===== src/rtl/drink_pkg.sv =====
// Shared encodings for the drink dispense sequencer: FSM states, drink codes
// and fault codes reported to the vending FSM.
package drink_pkg;

  typedef enum logic [2:0] {
    ST_IDLE  = 3'd0,
    ST_CHECK = 3'd1,
    ST_HEAT  = 3'd2,
    ST_DOSE  = 3'd3,
    ST_POUR  = 3'd4,
    ST_DONE  = 3'd5,
    ST_FAULT = 3'd6
  } state_e;

  localparam logic DRINK_TEA    = 1'b0;
  localparam logic DRINK_COFFEE = 1'b1;

  localparam logic [1:0] FLT_NONE   = 2'b00;
  localparam logic [1:0] FLT_WATER  = 2'b01;
  localparam logic [1:0] FLT_COFFEE = 2'b10;
  localparam logic [1:0] FLT_HEAT   = 2'b11;

endpackage


===== src/rtl/dispense_timer.sv =====
// Phase timer: saturating up-counter with synchronous clear and enable.
// tc_o flags that the count has reached the limit supplied for the current
// phase; the counter never advances past the limit, so it cannot wrap.
module dispense_timer #(
  parameter int CNT_W = 6
) (
  input  logic             clk,
  input  logic             rst,
  input  logic             clr_i,
  input  logic             en_i,
  input  logic [CNT_W-1:0] limit_i,
  output logic             tc_o
);

  logic [CNT_W-1:0] cnt_q;
  logic [CNT_W-1:0] cnt_d;

  assign tc_o = (cnt_q == limit_i);

  // Next count: clear wins, otherwise advance until the limit is reached.
  always_comb begin
    cnt_d = cnt_q;
    if (clr_i) begin
      cnt_d = '0;
    end else if (en_i && !tc_o) begin
      cnt_d = cnt_q + {{(CNT_W-1){1'b0}}, 1'b1};
    end else begin
      cnt_d = cnt_q;
    end
  end

  // Counter register, cleared by the asynchronous active-low reset.
  always_ff @(posedge clk or negedge rst) begin
    if (!rst) begin
      cnt_q <= '0;
    end else begin
      cnt_q <= cnt_d;
    end
  end

endmodule


===== src/rtl/drink_dispense_sequencer.sv =====
// Drink dispense sequencer: accepts a tea/coffee serve request, checks the
// stock sensors, then runs heat, dose and pour phases and reports done or a
// coded fault. All actuator and status outputs are decoded from the state
// register alone, so the asynchronous reset closes every actuator at once.
module drink_dispense_sequencer
  import drink_pkg::*;
#(
  parameter int HEAT_TIMEOUT = 32,
  parameter int DOSE_CYCLES  = 4,
  parameter int POUR_CYCLES  = 12,
  parameter int CNT_W        = 6
) (
  input  logic       clk,
  input  logic       rst,
  input  logic       req_valid,
  input  logic       req_drink,
  output logic       req_ready,
  input  logic       water_ok,
  input  logic       coffee_ok,
  input  logic       temp_ok,
  output logic       heater_on,
  output logic       doser_tea,
  output logic       doser_coffee,
  output logic       valve_water,
  output logic       busy,
  output logic       done,
  output logic       fault,
  output logic [1:0] fault_code
);

  localparam logic [CNT_W-1:0] HEAT_LIM = CNT_W'(HEAT_TIMEOUT - 1);
  localparam logic [CNT_W-1:0] DOSE_LIM = CNT_W'(DOSE_CYCLES - 1);
  localparam logic [CNT_W-1:0] POUR_LIM = CNT_W'(POUR_CYCLES - 1);

  state_e           state_q, state_d;
  logic             drink_q, drink_d;
  logic [1:0]       fault_code_q, fault_code_d;
  logic             tmr_clr_s;
  logic             tmr_en_s;
  logic [CNT_W-1:0] tmr_limit_s;
  logic             tmr_tc_s;

  dispense_timer #(.CNT_W(CNT_W)) u_timer (
    .clk     (clk),
    .rst     (rst),
    .clr_i   (tmr_clr_s),
    .en_i    (tmr_en_s),
    .limit_i (tmr_limit_s),
    .tc_o    (tmr_tc_s)
  );

  // State, latched drink and fault code registers.
  always_ff @(posedge clk or negedge rst) begin
    if (!rst) begin
      state_q      <= ST_IDLE;
      drink_q      <= DRINK_TEA;
      fault_code_q <= FLT_NONE;
    end else begin
      state_q      <= state_d;
      drink_q      <= drink_d;
      fault_code_q <= fault_code_d;
    end
  end

  // Next-state logic; the timer is cleared on every phase entry.
  always_comb begin
    state_d      = state_q;
    drink_d      = drink_q;
    fault_code_d = fault_code_q;
    tmr_clr_s    = 1'b0;
    tmr_en_s     = 1'b0;
    tmr_limit_s  = '0;
    case (state_q)
      ST_IDLE: begin
        if (req_valid) begin
          state_d      = ST_CHECK;
          drink_d      = req_drink;
          fault_code_d = FLT_NONE;
          tmr_clr_s    = 1'b1;
        end else begin
          state_d = ST_IDLE;
        end
      end
      ST_CHECK: begin
        tmr_clr_s = 1'b1;
        if (!water_ok) begin
          state_d      = ST_FAULT;
          fault_code_d = FLT_WATER;
        end else if ((drink_q == DRINK_COFFEE) && !coffee_ok) begin
          state_d      = ST_FAULT;
          fault_code_d = FLT_COFFEE;
        end else begin
          state_d = ST_HEAT;
        end
      end
      ST_HEAT: begin
        tmr_limit_s = HEAT_LIM;
        if (temp_ok) begin
          state_d   = ST_DOSE;
          tmr_clr_s = 1'b1;
        end else if (tmr_tc_s) begin
          state_d      = ST_FAULT;
          fault_code_d = FLT_HEAT;
        end else begin
          tmr_en_s = 1'b1;
        end
      end
      ST_DOSE: begin
        tmr_limit_s = DOSE_LIM;
        if (tmr_tc_s) begin
          state_d   = ST_POUR;
          tmr_clr_s = 1'b1;
        end else begin
          tmr_en_s = 1'b1;
        end
      end
      ST_POUR: begin
        tmr_limit_s = POUR_LIM;
        if (!water_ok) begin
          state_d      = ST_FAULT;
          fault_code_d = FLT_WATER;
        end else if (tmr_tc_s) begin
          state_d = ST_DONE;
        end else begin
          tmr_en_s = 1'b1;
        end
      end
      ST_DONE: begin
        state_d = ST_IDLE;
      end
      ST_FAULT: begin
        state_d = ST_IDLE;
      end
      default: begin
        state_d = ST_IDLE;
      end
    endcase
  end

  // Moore output decode from the state register only.
  always_comb begin
    req_ready    = 1'b0;
    heater_on    = 1'b0;
    doser_tea    = 1'b0;
    doser_coffee = 1'b0;
    valve_water  = 1'b0;
    busy         = 1'b0;
    done         = 1'b0;
    fault        = 1'b0;
    case (state_q)
      ST_IDLE: begin
        req_ready = 1'b1;
      end
      ST_CHECK: begin
        busy = 1'b1;
      end
      ST_HEAT: begin
        busy      = 1'b1;
        heater_on = 1'b1;
      end
      ST_DOSE: begin
        busy         = 1'b1;
        heater_on    = 1'b1;
        doser_tea    = (drink_q == DRINK_TEA);
        doser_coffee = (drink_q == DRINK_COFFEE);
      end
      ST_POUR: begin
        busy        = 1'b1;
        heater_on   = 1'b1;
        valve_water = 1'b1;
      end
      ST_DONE: begin
        busy = 1'b1;
        done = 1'b1;
      end
      ST_FAULT: begin
        busy  = 1'b1;
        fault = 1'b1;
      end
      default: begin
        busy = 1'b0;
      end
    endcase
  end

  assign fault_code = fault_code_q;

endmodule


===== config.mk =====
export PLATFORM = sky130hd
export DESIGN_NAME = drink_dispense_sequencer
export DESIGN_NICKNAME = d
export VERILOG_FILES = /design/src/rtl/drink_pkg.sv /design/src/rtl/dispense_timer.sv /design/src/rtl/drink_dispense_sequencer.sv
export SDC_FILE = /design/constraint.sdc
export NUM_CORES = 1
export LEC_CHECK = 0
export CAP_MARGIN = 20
export CORE_UTILIZATION = 46
export CTS_CLUSTER_SIZE = 12
export DETAILED_ROUTE_END_ITERATION = 8
export GPL_TIMING_DRIVEN = 1
export PLACE_DENSITY = 0.74
export SLEW_MARGIN = 40
export SYNTH_ARGS = -nofsm -noshare
export SYNTH_HDL_FRONTEND = slang
export SYNTH_HIERARCHICAL = 1
export SYNTH_SLANG_ARGS = --single-unit
export TNS_END_PERCENT = 30

===== constraint.sdc =====
create_clock -name clk -period 2.86 [get_ports clk]
set_input_delay 0.572 -clock clk [delete_from_list [all_inputs] [get_ports clk]]
set_output_delay 0.572 -clock clk [all_outputs]
set_load 0.1 [all_outputs]

==> results.md <==
- Final period util: between 90% and 100%
- # setup viols final: 0
- Placer Congestion: 0.910
- Crit path from: state_q[1]
- Area of the multi-input gates: 572 um2
- Largest net degree at the start of global routing: 18
- Core ar.: roughly 1800 um2
- Die Y: between 40 and 50 um
- WP data arrival: around 2.9 ns
- Crit path launch type: flop
- CP Capture Point: u_timer/cnt_q[3]
- First-pass GRT wire length: about 3200 um
- Final Cell Area: 1140 um2
- Register area: 302 um2
- 1st-pass router iterations: 4
- DRT Wirelength: 1990 um
- Area Overhead vs Synth: 23.9%
- Endpoints failing hold: 0
- CTS clk-pin slew, worst paths: 0.08 ns
- FF+latch count, synth: 12
- Max Freq: 370 MHz
- Synth Instances: 110
- TritonCTS Buffers: 3
- Relative slew margins: 61.4%
- CTS Sinks: 12
- Syn Std Cell Area: about 920 um2
- FP Rows: 15
- CTS tree: yes
- Initial antenna violation count: 0
- DR iter-0 viols: 39
- Commonest cells after routing, fill and taps aside: buf_4 (16), nor2_1 (13), dfrtp_1 (11)
- Status: completed
- Most used DFF post-synth: dfrtp_1
- Via count: approximately 870
- R2r startpoint: state_q[1]
- Worst Hold Class: reg -> reg
- Placed cell areas: 1080 um2
- Crit-path max FO: 9
- Req. time, crit path: 3.01 ns
- Clock buffer depth: 2
- Ys async rst share: 100%
- I/O Buffers: 16
- Dpl ws: 0.118 ns
- Total grt overflow: 0
- N_diodes: 0
- Vias per cell: around 5.7
- Clock skew: 0.00537 ns
- Fraction of layout cells with a size suffix above 1: 25.6%
- R2r endpoint: u_timer/cnt_q[3]
- Tmin final: ~2.7 ns
- Distinct cell type count after synthesis: 39
- Seq/Total Area, Yosys: 32.7%
- CTS HTree Levels: 1
- Ports: 17
- Die X: between 40 and 50 um
- Commonest non-fill, non-tap cell in the layout: buf_4
- Post-DP HPWL: 1480 um
- WS Path Type: reg -> reg
- CTS root buf: clkbuf_4
- Initial Util: between 50% and 60%
- Full die area: 2180 um2
- Kind of end point of the critical path: flop
- Syn Area/Cell: approximately 8.3 um2
- Worst skew pair latency: 0.27 ns
- Slew @ Worst Pin: 0.577 ns
- Vias in the first global route: 698
- Residual DRC: 0
- Max-slew violations: 0
- Nets@finish: 138
- RSZ-0062 raised after global routing: false
- Post-synth EDFFs: 0
- Drt wl/cell: about 13 um
- Antenna Violating Nets Remaining: 0
- R2R setup slack: 0.15 ns
- YS warnings: 6
- Total GRT Usage: 20.8%
- R2R depth: 11
- Layout fillers: 162
- MaxCap Viol Count: 0
- Final setup margin: 0.154 ns
- Synth Net Count: 118
-- cells in the mapped netlist (2+ instances only) --
master,n,area share [%]
nand2_1,7,2.9
a211oi_1,2,1.6
buf_4,2,1.6
a22oi_1,2,1.6
a31oi_1,2,1.4
nor2_1,14,5.7
inv_2,3,1.2
nor2b_1,3,2.0
mux2i_1,2,2.2
o21ai_1,3,1.6
and3_1,4,2.7
nand2b_1,5,3.4
o22ai_1,2,1.4
xor2_1,6,5.7
mux2_1,3,3.7
nor3_1,7,3.8
a21oi_1,4,2.2
nor4_1,2,1.4
buf_2,3,1.6
dfrtp_1,12,33
xnor2_1,2,1.9
o21ai_0,2,1.1
nand4_1,2,1.4
-- flip-flops by register name, summed over array words and instances (netlist names) --
register,flops
drink_q,1
fault_code,2
state_q,3
u_timer/cnt_q,6
-- worst min path at each step --
stage / from / end / slack (ns) / cells after the start
after floorplan: rst / drink_q / 0.28 / 0
after global placement: fault_code[1] / fault_code[1] / 0.56 / 2
after detailed placement: fault_code[1] / fault_code[1] / 0.57 / 2
after CTS: fault_code[1] / fault_code[1] / 0.59 / 2
after global routing: drink_q / drink_q / 0.63 / 1
final: fault_code[1] / fault_code[1] / 0.58 / 2
-- worst max-delay path, stage by stage, from the launching register on --
cell and delay [ns]:
dfrtp_2 0.44, nand2b_1 0.17, nand2b_4 0.18, nand2_4 0.07, xor2_1 0.15, nor4_2 0.41, and2_4 0.27, nand2_1 0.06
a311oi_1 0.28, buf_4 0.20, nor2_1 0.05, mux2_1 0.30
-- per-stage QoR --
step / hold WS, ns / utilization [%] / cells / setup TNS, ns
2_1_floorplan: 0.276 / - / 110 / -0.381
3_3_place_gp: 0.562 / 60.0 / 148 / 0
3_5_place_dp: 0.572 / 60.0 / 148 / 0
4_1_cts: 0.588 / 62.0 / 152 / 0
5_1_grt: 0.628 / 63.1 / 154 / 0
6_report: 0.580 / 63.1 / 154 / 0
-- layer usage --
metal	wire [um]	vias to the layer above	global-route usage, %
met3	143	2	2.35
met1	923	416	33.2
met2	914	29	27.8
li1	-	425	-
met5	0	-	0
met4	13	0	8.57
-- logic make-up (layout without fill, tap and decap cells) --
logic type,Yosys count,in the layout,share of synthesized area (%)
and+or+nand+nor,51,51,30.4
AOI/OAI and AO/OA,21,21,15.0
DFF,12,12,32.7
buffers and inverters,11,30,6.55
xor gates and xnor gates,8,8,7.64
muxes,5,5,5.87
adders and majority gates,1,1,1.36
other,1,1,0.409
-- area by class of cell --
cell class,instances,area share [%]
clock buffer,4,3.19
sequential,12,26.5
inverter,4,1.32
multi-input combinational,87,50.3
tap,25,2.75
timing repair buffer,22,15.9
-- what timing repair did --
item	CTS	global route
setup endpoints to repair	0	3
endpoints found under the hold margin	0	0
setup buffers	0	2
hold buffers	0	0
gates resized for setup	0	2
Power is left out: the tool's default activity adds up to more than one toggle a clock period on the data nets, which glitch-free logic cannot reach.
